`config.mk`:
```
export PLATFORM = sky130hd
export DESIGN_NAME = voltage_window_stats
export DESIGN_NICKNAME = d
export VERILOG_FILES = /design/src/rtl/voltage_stats_pkg.sv /design/src/rtl/window_accumulator.sv /design/src/rtl/voltage_window_stats.sv
export SDC_FILE = /design/constraint.sdc
export NUM_CORES = 1
export LEC_CHECK = 0
export ABC_CLOCK_PERIOD_IN_PS = 2700
export CORE_MARGIN = 4
export CORE_UTILIZATION = 55
export DETAILED_ROUTE_END_ITERATION = 12
export HOLD_SLACK_MARGIN = 0.02
export PLACE_DENSITY = 0.81
export SYNTH_ARGS = -nofsm -noshare
export SYNTH_HDL_FRONTEND = slang
export SYNTH_SLANG_ARGS = --single-unit
```
`constraint.sdc`:
```
create_clock -name clk -period 2.7 [get_ports clk]
set_input_delay 0.54 -clock clk [delete_from_list [all_inputs] [get_ports clk]]
set_output_delay 0.54 -clock clk [all_outputs]
set_load 0.01 [all_outputs]
```
`src/rtl/voltage_stats_pkg.sv`:
```
// rtl/voltage_stats_pkg.sv - shared types and constants for the voltage window statistics block
package voltage_stats_pkg;

    localparam int DEFAULT_DATA_W = 8;

    // Sliced down to DATA_W by users so one constant serves any sample width.
    localparam logic [63:0] MIN_INIT = '1;

    typedef enum logic {
        EMPTY = 1'b0,
        FILL  = 1'b1
    } fsm_t;

endpackage

```
`src/rtl/window_accumulator.sv`:
```
// rtl/window_accumulator.sv - per-window sum/min/max datapath with EMPTY/FILL sequencing
module window_accumulator
    import voltage_stats_pkg::*;
#(
    parameter int DATA_W   = DEFAULT_DATA_W,
    parameter int LOG2_WIN = 3
) (
    input  logic                clk,
    input  logic                rst_n,
    input  logic [DATA_W-1:0]   sample_i,
    input  logic                valid_i,
    input  logic                clear_i,
    output logic                done_o,
    output logic [DATA_W-1:0]   done_avg_o,
    output logic [DATA_W-1:0]   done_min_o,
    output logic [DATA_W-1:0]   done_max_o,
    output logic [LOG2_WIN-1:0] fill_count_o
);

    localparam int ACC_W = DATA_W + LOG2_WIN;
    localparam logic [LOG2_WIN-1:0] FILL_LAST = '1;
    localparam logic [DATA_W-1:0]   MIN_RST   = MIN_INIT[DATA_W-1:0];

    fsm_t                state_q, state_d;
    logic [ACC_W-1:0]    acc_q, acc_d;
    logic [DATA_W-1:0]   min_q, min_d;
    logic [DATA_W-1:0]   max_q, max_d;
    logic [LOG2_WIN-1:0] fill_q, fill_d;

    logic [ACC_W-1:0]    sum;
    logic [DATA_W-1:0]   s_min;
    logic [DATA_W-1:0]   s_max;

    // Running values including the current sample; these are the final results on completion.
    assign sum   = acc_q + ACC_W'(sample_i);
    assign s_min = (sample_i < min_q) ? sample_i : min_q;
    assign s_max = (sample_i > max_q) ? sample_i : max_q;

    assign done_avg_o   = sum[ACC_W-1:LOG2_WIN];
    assign done_min_o   = s_min;
    assign done_max_o   = s_max;
    assign fill_count_o = fill_q;

    always_comb begin
        state_d = state_q;
        acc_d   = acc_q;
        min_d   = min_q;
        max_d   = max_q;
        fill_d  = fill_q;
        done_o  = 1'b0;
        if (clear_i) begin
            state_d = EMPTY;
            acc_d   = '0;
            min_d   = MIN_RST;
            max_d   = '0;
            fill_d  = '0;
        end else if (valid_i) begin
            case (state_q)
                EMPTY: begin
                    state_d = FILL;
                    acc_d   = ACC_W'(sample_i);
                    min_d   = sample_i;
                    max_d   = sample_i;
                    fill_d  = LOG2_WIN'(1);
                end
                FILL: begin
                    if (fill_q == FILL_LAST) begin
                        done_o  = 1'b1;
                        state_d = EMPTY;
                        acc_d   = '0;
                        min_d   = MIN_RST;
                        max_d   = '0;
                        fill_d  = '0;
                    end else begin
                        acc_d   = sum;
                        min_d   = s_min;
                        max_d   = s_max;
                        fill_d  = fill_q + LOG2_WIN'(1);
                    end
                end
                default: state_d = EMPTY;
            endcase
        end
    end

    always_ff @(posedge clk or negedge rst_n) begin
        if (!rst_n) begin
            state_q <= EMPTY;
            acc_q   <= '0;
            min_q   <= MIN_RST;
            max_q   <= '0;
            fill_q  <= '0;
        end else begin
            state_q <= state_d;
            acc_q   <= acc_d;
            min_q   <= min_d;
            max_q   <= max_d;
            fill_q  <= fill_d;
        end
    end

endmodule

```
`src/rtl/voltage_window_stats.sv`:
```
// rtl/voltage_window_stats.sv - windowed avg/min/max of a voltage stream with valid/ready result port
// Optional over-voltage alarm enabled by defining OVERVOLT_ALARM_EN.
module voltage_window_stats
    import voltage_stats_pkg::*;
#(
    parameter int DATA_W   = DEFAULT_DATA_W,
    parameter int LOG2_WIN = 3
) (
    input  logic                clk,
    input  logic                rst_n,
    input  logic [DATA_W-1:0]   sample_in,
    input  logic                sample_valid,
    input  logic                clear,
    output logic [DATA_W-1:0]   stats_avg,
    output logic [DATA_W-1:0]   stats_min,
    output logic [DATA_W-1:0]   stats_max,
    output logic                stats_valid,
    input  logic                stats_ready,
    output logic                overrun,
    output logic [LOG2_WIN-1:0] fill_count,
    input  logic [DATA_W-1:0]   alarm_thresh,
    output logic                alarm
);

    logic              done;
    logic [DATA_W-1:0] done_avg, done_min, done_max;

    logic [DATA_W-1:0] avg_q, avg_d;
    logic [DATA_W-1:0] min_q, min_d;
    logic [DATA_W-1:0] max_q, max_d;
    logic              valid_q, valid_d;
    logic              overrun_q, overrun_d;

    window_accumulator #(
        .DATA_W   (DATA_W),
        .LOG2_WIN (LOG2_WIN)
    ) u_acc (
        .clk          (clk),
        .rst_n        (rst_n),
        .sample_i     (sample_in),
        .valid_i      (sample_valid),
        .clear_i      (clear),
        .done_o       (done),
        .done_avg_o   (done_avg),
        .done_min_o   (done_min),
        .done_max_o   (done_max),
        .fill_count_o (fill_count)
    );

    // A new result always wins; an unaccepted one being replaced marks overrun.
    always_comb begin
        avg_d     = avg_q;
        min_d     = min_q;
        max_d     = max_q;
        valid_d   = valid_q;
        overrun_d = overrun_q;
        if (valid_q && stats_ready) begin
            valid_d = 1'b0;
        end
        if (done) begin
            avg_d   = done_avg;
            min_d   = done_min;
            max_d   = done_max;
            valid_d = 1'b1;
            if (valid_q && !stats_ready) begin
                overrun_d = 1'b1;
            end
        end
        if (clear) begin
            overrun_d = 1'b0;
        end
    end

    always_ff @(posedge clk or negedge rst_n) begin
        if (!rst_n) begin
            avg_q     <= '0;
            min_q     <= '0;
            max_q     <= '0;
            valid_q   <= 1'b0;
            overrun_q <= 1'b0;
        end else begin
            avg_q     <= avg_d;
            min_q     <= min_d;
            max_q     <= max_d;
            valid_q   <= valid_d;
            overrun_q <= overrun_d;
        end
    end

    assign stats_avg   = avg_q;
    assign stats_min   = min_q;
    assign stats_max   = max_q;
    assign stats_valid = valid_q;
    assign overrun     = overrun_q;

`ifdef OVERVOLT_ALARM_EN
    logic alarm_q, alarm_d;

    always_comb begin
        alarm_d = alarm_q;
        if (clear) begin
            alarm_d = 1'b0;
        end else if (sample_valid && (sample_in > alarm_thresh)) begin
            alarm_d = 1'b1;
        end
    end

    always_ff @(posedge clk or negedge rst_n) begin
        if (!rst_n) begin
            alarm_q <= 1'b0;
        end else begin
            alarm_q <= alarm_d;
        end
    end

    assign alarm = alarm_q;
`else
    logic [DATA_W-1:0] unused_thresh;
    assign unused_thresh = alarm_thresh;
    assign alarm         = 1'b0;
`endif

endmodule
```
==> tab_implementation.tex, run 1 <==
\begin{tabular}{lr}
\hline
Metric & Value \\
\hline
\multicolumn{2}{l}{\textbf{Logic synthesis}} \\
\quad Number of synthesized flops with an enable pin & 0 \\
\quad Syn Area/Cell & around 9.4 um\^{}2 \\
\quad Async SR Flop Fraction & 100.0\% \\
\quad Synth Instances & 370 \\
\quad Proportion of netlist area held by the largest area contributor & 35.08\% \\
\quad Most area-consuming cells after synthesis & sky130\_fd\_sc\_hd\_\_dfrtp\_1, sky130\_fd\_sc\_hd\_\_ha\_1, sky130\_fd\_sc\_hd\_\_dfstp\_2 \\
\quad Flip-flop and latch count after synthesis & 57 \\
\quad Number of distinct library cells after synthesis & 57 \\
\quad Net count after synthesis & 417 \\
\quad Top post-synthesis cells by count & sky130\_fd\_sc\_hd\_\_dfrtp\_1, sky130\_fd\_sc\_hd\_\_o21ai\_0, sky130\_fd\_sc\_hd\_\_nor2\_1 \\
\quad Top FF cell, synth & sky130\_fd\_sc\_hd\_\_dfrtp\_1 \\
\quad Top-count cell post-synth & sky130\_fd\_sc\_hd\_\_dfrtp\_1 \\
\quad Sequential area share after synthesis & between 40\% and 50\% \\
\quad Netlist area before placement & roughly 3500 um\^{}2 \\
\quad Cell type with the largest total area after synthesis & sky130\_fd\_sc\_hd\_\_dfrtp\_1 \\
\quad Synth warn & 0 \\
\multicolumn{2}{l}{\textbf{Drt}} \\
\quad Pre-antenna DRT Iters & 5 \\
\quad Starting DRT DRC Count & 270 \\
\quad Post-route ant nets & 0 \\
\quad Vias per cell & 6.083 \\
\quad Average wire per standard cell & about 17 um \\
\quad Number of design rule violations left after detail routing & 0 \\
\quad Total vias in the final route & about 3.1k \\
\quad Routed wire length & 8643 um \\
\multicolumn{2}{l}{\textbf{Place}} \\
\quad Worst setup timing slack at the placement stage & -0.1460 ns \\
\quad PortBufs & 41 \\
\quad Detailed placement HPWL & 6278 um \\
\quad Inst Count DP & 502 \\
\quad Placed Instance Area & 4178 um\^{}2 \\
\quad Final RePlAce weighted congestion & 0.8553 \\
\multicolumn{2}{l}{\textbf{STA}} \\
\quad RSZ-0062 raised after global routing & no \\
\quad Fin. Hold Viols & 0 \\
\quad Headroom to the max-slew limit & 55.88\% \\
\quad Final number of max-transition violations & 0 \\
\quad Total negative slack & 0 ns \\
\quad Fin crit share & 92.22\% \\
\quad Final setup slack of the worst path & 0.2101 ns \\
\quad Largest clock skew in the final design & about 0.0057 ns \\
\quad Least-Margin Pin Slew & $\sim$0.66 ns \\
\quad Setup violation total in the final timing report & 0 \\
\quad Final-layout worst hold slack & 0.2271 ns \\
\quad Time the worst path needs with I/O delays and setup & 2.490 ns \\
\quad Max Fclk & 401.6 MHz \\
\multicolumn{2}{l}{\textbf{Layout}} \\
\quad Multi-input logic area & 1849 um\^{}2 \\
\quad Final core utilization & 72.15\% \\
\quad Area Growth Syn to Fin & 25.09\% \\
\quad Antenna diode count & 0 \\
\quad Summed area of non-filler cells in the final layout & $\sim$4400 um\^{}2 \\
\quad Area of all sequential standard cells & 1436 um\^{}2 \\
\quad Fraction of final layout cells with drive strength greater than 1 & 16.06\% \\
\quad Filler cell count in the final layout & 448 \\
\quad Non-filler cells in the finished layout & about 520 \\
\quad Nets@finish & 485 \\
\multicolumn{2}{l}{\textbf{Setup path}} \\
\quad Cell type group with the largest total delay on the critical path & compound AO/OA/AOI/OAI gates \\
\quad Stages on the worst setup path & 8 \\
\quad Cell at the slowest stage of the critical path & sky130\_fd\_sc\_hd\_\_clkdlybuf4s50\_1 \\
\quad Max Fanout on Critical Path & 7 \\
\quad Kind of launch point of the worst setup path & input port \\
\quad Arrival time of the worst setup path & 2.72 ns \\
\quad Buffer and inverter count on the worst path & 1 \\
\quad Data required time at the worst endpoint & 2.93 ns \\
\quad Worst Setup Path Type & in2reg \\
\quad Logic depth of the worst register-to-register path & 8 \\
\quad Delay of the slowest cell on the worst path & 0.45 ns \\
\quad Sequence of cells on the critical path & clkdlybuf4s50\_1, ha\_1, fa\_1, a211oi\_1, o21ai\_1, a31oi\_2, o311ai\_0, o41ai\_1 \\
\quad CP Capture Type & register \\
\multicolumn{2}{l}{\textbf{Clocking}} \\
\quad Cells resized by post-CTS repair & 0 \\
\quad Cts bufs inserted & 9 \\
\quad Number of buffers inserted by hold repair at cts & 0 \\
\quad Worst-skew pair later-pin latency & 0.34 ns \\
\quad Num Clock Sinks & 57 \\
\quad Maximum count of clock buffers along a single path & 2 \\
\quad Register clock-pin slew on the reported worst setup and hold paths & 0.06 ns \\
\quad Cell at the root of the clock tree & sky130\_fd\_sc\_hd\_\_clkbuf\_8 \\
\quad Clock tree from TritonCTS & done \\
\quad H-tree levels & 3 \\
\quad \# Post-CTS Setup Buffers & 0 \\
\multicolumn{2}{l}{\textbf{GRT}} \\
\quad Aggregate global routing overflow & 0 \\
\quad GRT Resource Usage Total & 24.65\% \\
\quad Global-route wire length before repair & between 10000 and 15000 um \\
\quad Vias in the first global route & 3087 \\
\quad Maximum number of pins on one net before global-route repair & 32 \\
\quad Antenna violations before repair & 0 \\
\multicolumn{2}{l}{\textbf{Floorplanning}} \\
\quad Die Outline Area & between 7000 and 8000 um\^{}2 \\
\quad Site Rows & 28 \\
\quad Die extent in x & 87.73 um \\
\quad I/O pin cnt & 51 \\
\quad Core Region & 6061 um\^{}2 \\
\quad Vert. Die Dim & 87.73 um \\
\quad Starting density of the core & 57.68\% \\
\multicolumn{2}{l}{\textbf{Power}} \\
\quad Power, Total & between 2 and 2.5 mW \\
\quad Power density over the cells & around 530 nW/um\^{}2 \\
\quad Maximum resistive drop on vdd & roughly 320 uV \\
\quad Static leakage & roughly 2 nW \\
\multicolumn{2}{l}{\textbf{Run status}} \\
\quad Status & finished, final reports clean \\
\multicolumn{2}{l}{\textbf{Flow run}} \\
\quad Count of maximum capacitance violations & 0 \\
\multicolumn{2}{l}{\textbf{Min path}} \\
\quad Type of the worst min-delay path & in2async \\
\hline
\end{tabular}
[worst paths after layout]
kind,startpoint,to,slack (ns)
min in group clk,stats_avg[5]$_DFFE_PN0P_,stats_avg[5]$_DFFE_PN0P_,0.48
worst max register to register,u_acc.min_q[6]$_DFFE_PN1P_,stats_min[6]$_DFFE_PN0P_,0.31
max in group asynchronous,rst_n,u_acc.min_q[6]$_DFFE_PN1P_,1.81
worst max-delay path,sample_in[0],u_acc.acc_q[10]$_DFFE_PN0P_,0.21
worst min-delay path,rst_n,stats_min[5]$_DFFE_PN0P_,0.23
worst min register to register,stats_avg[5]$_DFFE_PN0P_,stats_avg[5]$_DFFE_PN0P_,0.48
[area by class of cell]
cell class	count	share of cell area [%]
inverters	18	1.545
well taps	75	2.146
clock inverters	3	0.9156
repair buffers	81	16.71
flip-flops and latches	57	32.85
clock buffers	12	3.548
multi-input cells	271	42.29
[cell families (layout without fill, tap and decap cells)]
| kind of cell | Yosys count | in the layout | share of synthesized area [%] |
|---|---|---|---|
| flip-flops | 57 | 57 | 41.09 |
| AND/OR/NAND/NOR | 83 | 83 | 11.35 |
| AO/OA/AOI/OAI | 145 | 145 | 27.60 |
| multiplexers | 9 | 9 | 2.577 |
| buffers and inverters | 42 | 114 | 6.012 |
| XOR/XNOR | 7 | 7 | 1.754 |
| other | 1 | 1 | 0.1073 |
| adder cells (fa/ha/maj) | 26 | 26 | 9.520 |
[cells in the final DEF (no fill, tap or decap), drive strengths merged, types with 3 or more instances in the layout]
| cell | Yosys | layout |
|---|---|---|
| dfrtp | 49 | 49 |
| buf | 11 | 41 |
| o21ai | 41 | 41 |
| clkdlybuf4s50 | 0 | 40 |
| nor2 | 32 | 32 |
| ha | 25 | 25 |
| nand2 | 24 | 24 |
| a21oi | 22 | 22 |
| o211ai | 19 | 19 |
| inv | 18 | 18 |
| a31oi | 12 | 12 |
| clkbuf | 13 | 12 |
| o21a | 9 | 9 |
| mux2i | 9 | 9 |
| o2bb2ai | 8 | 8 |
| dfstp | 8 | 8 |
| a22o | 8 | 8 |
| a21o | 5 | 5 |
| xor2 | 5 | 5 |
| a22oi | 5 | 5 |
| nand2b | 5 | 5 |
| a211oi | 4 | 4 |
| nand3 | 4 | 4 |
| nand4 | 3 | 3 |
| or3 | 3 | 3 |
| nor3 | 3 | 3 |
[metal layers]
metal	vias to the layer above	share of wire [%]	track usage (%)
li1	1498	-	-
met1	1506	45	33.25
met2	122	46	38.42
met3	19	6.0	5.268
met4	0	2.3	10.60
met5	-	0	0
[sequential cells by signal, summed over array words and instances, names as in the netlist]
name                flops
u_acc.max_q             8
u_acc.acc_q            11
u_acc.min_q             8
stats_min               8
overrun                 1
u_acc.fill_count_o      3
u_acc.state_q           1
stats_max               8
stats_avg               8
stats_valid             1
[report_power, final]
group          switching, mW  internal, mW
Combinational          0.282         0.252
Clock                  0.347         0.469
Sequential            0.0431         0.916
Total                  0.672          1.64
[worst register-to-register path, stage by stage (launching register included)]
cell and delay, ns:
sky130_fd_sc_hd__dfstp_2 0.56, sky130_fd_sc_hd__inv_1 0.05, sky130_fd_sc_hd__ha_1 0.30, sky130_fd_sc_hd__and4_1 0.20
sky130_fd_sc_hd__a211oi_1 0.36, sky130_fd_sc_hd__o31a_1 0.28, sky130_fd_sc_hd__buf_12 0.16, sky130_fd_sc_hd__mux2i_1 0.25
sky130_fd_sc_hd__o21ai_1 0.09
Power figures use the tool's default switching activity.
==> run 2: changes to the inputs <==
- ABC_CLOCK_PERIOD_IN_PS: 2700 -> 2580
- GPL_ROUTABILITY_DRIVEN: not set -> 0
- clock period: 2.7 -> 2.58 ns (I/O delays scaled with it)
==> run 2 against run 1 <==
Net effect:
- register-to-register slack got worse by 0.06 ns
- clock power decreased by 2%
- routed wire length increased by 1.2%
- clock-buffer cell count increased by 2
- utilization increased by 0.62 points
- die area unchanged
- sequential power increased by 4%
- non-clock buffer count increased by 7
- power increased by 2.7%
- largest power group unchanged
- highest routed layer unchanged
==> tab_implementation.tex, run 2 (same netlist as run 1, synthesis figures left out) <==
\begin{tabular}{lr}
\hline
Metric & Value \\
\hline
\multicolumn{2}{l}{\textbf{Run status}} \\
\quad Status & finished, final reports clean \\
\multicolumn{2}{l}{\textbf{Setup path}} \\
\quad Critical path launch point & sample\_in[0] \\
\quad Max Fanout on Critical Path & 7 \\
\quad Start of the worst register-to-register path & u\_acc.min\_q[6]\$\_DFFE\_PN1P\_ \\
\quad CP Capture Type & register \\
\quad Data required time at the worst endpoint & 2.78 ns \\
\quad Arrival time of the worst setup path & 2.69 ns \\
\quad Worst Setup Path Type & in2reg \\
\quad Kind of launch point of the worst setup path & input port \\
\multicolumn{2}{l}{\textbf{Drt}} \\
\quad Total vias in the final route & 3127 \\
\quad Routed wire length & $\sim$8700 um \\
\quad Number of design rule violations left after detail routing & 0 \\
\quad Vias per cell & 5.956 \\
\quad Average wire per standard cell & 16.66 um \\
\quad Post-route ant nets & 0 \\
\quad Starting DRT DRC Count & 230 \\
\quad Pre-antenna DRT Iters & 5 \\
\multicolumn{2}{l}{\textbf{STA}} \\
\quad Final setup slack of the worst path & $\sim$0.096 ns \\
\quad Fin. Hold Viols & 0 \\
\quad Final-layout worst hold slack & 0.2188 ns \\
\quad Largest clock skew in the final design & 0.01014 ns \\
\quad Least-Margin Pin Slew & 0.6953 ns \\
\quad Time the worst path needs with I/O delays and setup & approximately 2.5 ns \\
\quad Setup violation total in the final timing report & 0 \\
\quad Final number of max-transition violations & 0 \\
\quad RSZ-0062 raised after global routing & no \\
\quad Headroom to the max-slew limit & 53.65\% \\
\quad Total negative slack & 0 ns \\
\quad Fin crit share & 96.29\% \\
\quad Max Fclk & 402.5 MHz \\
\multicolumn{2}{l}{\textbf{Place}} \\
\quad Placed Instance Area & around 4200 um\^{}2 \\
\quad Detailed placement HPWL & about 6500 um \\
\quad Worst setup timing slack at the placement stage & -0.2516 ns \\
\quad PortBufs & 41 \\
\quad Inst Count DP & 509 \\
\multicolumn{2}{l}{\textbf{Clocking}} \\
\quad \# Post-CTS Setup Buffers & 0 \\
\quad H-tree levels & 3 \\
\quad Clock tree from TritonCTS & done \\
\quad Cell at the root of the clock tree & sky130\_fd\_sc\_hd\_\_clkbuf\_8 \\
\quad Cts bufs inserted & 9 \\
\quad Cells resized by post-CTS repair & 0 \\
\quad Num Clock Sinks & 57 \\
\quad Register clock-pin slew on the reported worst setup and hold paths & 0.06 ns \\
\quad Number of buffers inserted by hold repair at cts & 0 \\
\quad Worst-skew pair later-pin latency & around 0.34 ns \\
\quad Maximum count of clock buffers along a single path & 2 \\
\multicolumn{2}{l}{\textbf{Power}} \\
\quad Internal power & 1.678 mW \\
\quad Power, Total & $\sim$2.4 mW \\
\quad Clock share of power & roughly a third \\
\quad Fraction of power spent switching nets & between 20\% and 30\% \\
\quad Relative contribution of combinational cells to total power & 23.9\% \\
\quad Maximum resistive drop on vdd & approximately 450 uV \\
\quad Power density over the cells & around 540 nW/um\^{}2 \\
\quad Static leakage & 2.018 nW \\
\quad Sequential fraction of design power & roughly 42\% \\
\quad Net switching power & between 0.6 and 0.7 mW \\
\multicolumn{2}{l}{\textbf{Floorplanning}} \\
\quad Starting density of the core & 57.68\% \\
\quad Site Rows & 28 \\
\quad Core Region & 6061 um\^{}2 \\
\quad Die Outline Area & 7696 um\^{}2 \\
\quad Die extent in x & slightly below 90 um \\
\quad Vert. Die Dim & 87.73 um \\
\quad I/O pin cnt & slightly above 50 \\
\multicolumn{2}{l}{\textbf{Min path}} \\
\quad Type of the worst min-delay path & in2async \\
\multicolumn{2}{l}{\textbf{GRT}} \\
\quad GRT Resource Usage Total & 25.65\% \\
\quad Vias in the first global route & between 3k and 4k \\
\quad GRT met2 Usage & 41.03\% \\
\quad Antenna violations before repair & 0 \\
\quad Maximum number of pins on one net before global-route repair & 32 \\
\quad Met3 demand-to-capacity share in global routing & 5.174\% \\
\quad Global-route wire length before repair & $\sim$15000 um \\
\quad Aggregate global routing overflow & 0 \\
\quad GR peak layer & met2 \\
\quad Met1 Track Usage GR & between 30\% and 40\% \\
\multicolumn{2}{l}{\textbf{Layout}} \\
\quad Fraction of final layout cells with drive strength greater than 1 & between 10\% and 20\% \\
\quad Final core utilization & approximately 73\% \\
\quad Top library cells by usage in the layout, fill and taps aside & sky130\_fd\_sc\_hd\_\_dfrtp\_1, sky130\_fd\_sc\_hd\_\_buf\_4, sky130\_fd\_sc\_hd\_\_clkdlybuf4s50\_1 \\
\quad Area Growth Syn to Fin & 26.16\% \\
\quad Non-filler cells in the finished layout & 525 \\
\quad Flip-flop count of the largest register after layout & 11 \\
\quad Nets@finish & around 490 \\
\quad Most common library cell in the layout ignoring fill and taps & sky130\_fd\_sc\_hd\_\_dfrtp\_1 \\
\quad Antenna diode count & 0 \\
\quad Register bank with the most flops & u\_acc.acc\_q \\
\quad Filler cell count in the final layout & $\sim$450 \\
\quad Summed area of non-filler cells in the final layout & 4410 um\^{}2 \\
\multicolumn{2}{l}{\textbf{Flow run}} \\
\quad Count of maximum capacitance violations & 0 \\
\hline
\end{tabular}
## run 2: changes by cell type in the layout (fill, tap and decap cells not counted), sizes merged
cell    before  now
bufinv       1    0
buf         41   48
clkbuf      12   14
## run 2: final timing paths
| check | cells after the start | slack [ns] | to |
|---|---|---|---|
| max | 8 | 0.1 | stats_avg[5]$_DFFE_PN0P_ |
| min | 1 | 0.22 | stats_min[7]$_DFFE_PN0P_ |
| max reg2reg | 8 | 0.25 | stats_min[0]$_DFFE_PN0P_ |
| min reg2reg | 2 | 0.48 | stats_min[3]$_DFFE_PN0P_ |
| max in group asynchronous | 2 | 1.77 | u_acc.max_q[3]$_DFFE_PN0P_ |
| min in group clk | 2 | 0.48 | stats_min[3]$_DFFE_PN0P_ |
## run 2: critical path, cell delays in order
cell                              delay (ns)
sky130_fd_sc_hd__clkdlybuf4s50_1        0.45
sky130_fd_sc_hd__ha_1                   0.25
sky130_fd_sc_hd__fa_1                   0.40
sky130_fd_sc_hd__a211oi_1               0.31
sky130_fd_sc_hd__o21ai_1                0.14
sky130_fd_sc_hd__a31oi_2                0.37
sky130_fd_sc_hd__xnor2_1                0.15
sky130_fd_sc_hd__o21ai_0                0.09
## run 2: cell type report
cell class	count	area, um^2	share of cell area [%]
tap	75	93.84	2.128
sequential	57	1436	32.57
clock inverter	2	10.01	0.2270
timing repair buffer	88	770.7	17.48
multi-input combinational	271	1849	41.93
clock buffer	14	182.7	4.142
inverter	18	67.56	1.532
## run 2: power groups by stage
stage | logic, mW | registers, mW | clock network [mW]
6_report | 0.567 | 1.00 | 0.801
5_1_grt | 0.634 | 1.01 | 0.857
4_1_cts | 0.566 | 1.00 | 0.817
3_5_place_dp | 0.561 | 1.02 | 0
3_3_place_gp | 0.538 | 1.01 | 0
2_1_floorplan | 0.341 | 1.01 | 0
## run 2: per-layer routing
metal / part of all wire (%) / vias up
li1: - / 1514
met1: 44 / 1490
met2: 48 / 98
met3: 4.5 / 25
met4: 2.6 / 0
met5: 0 / -
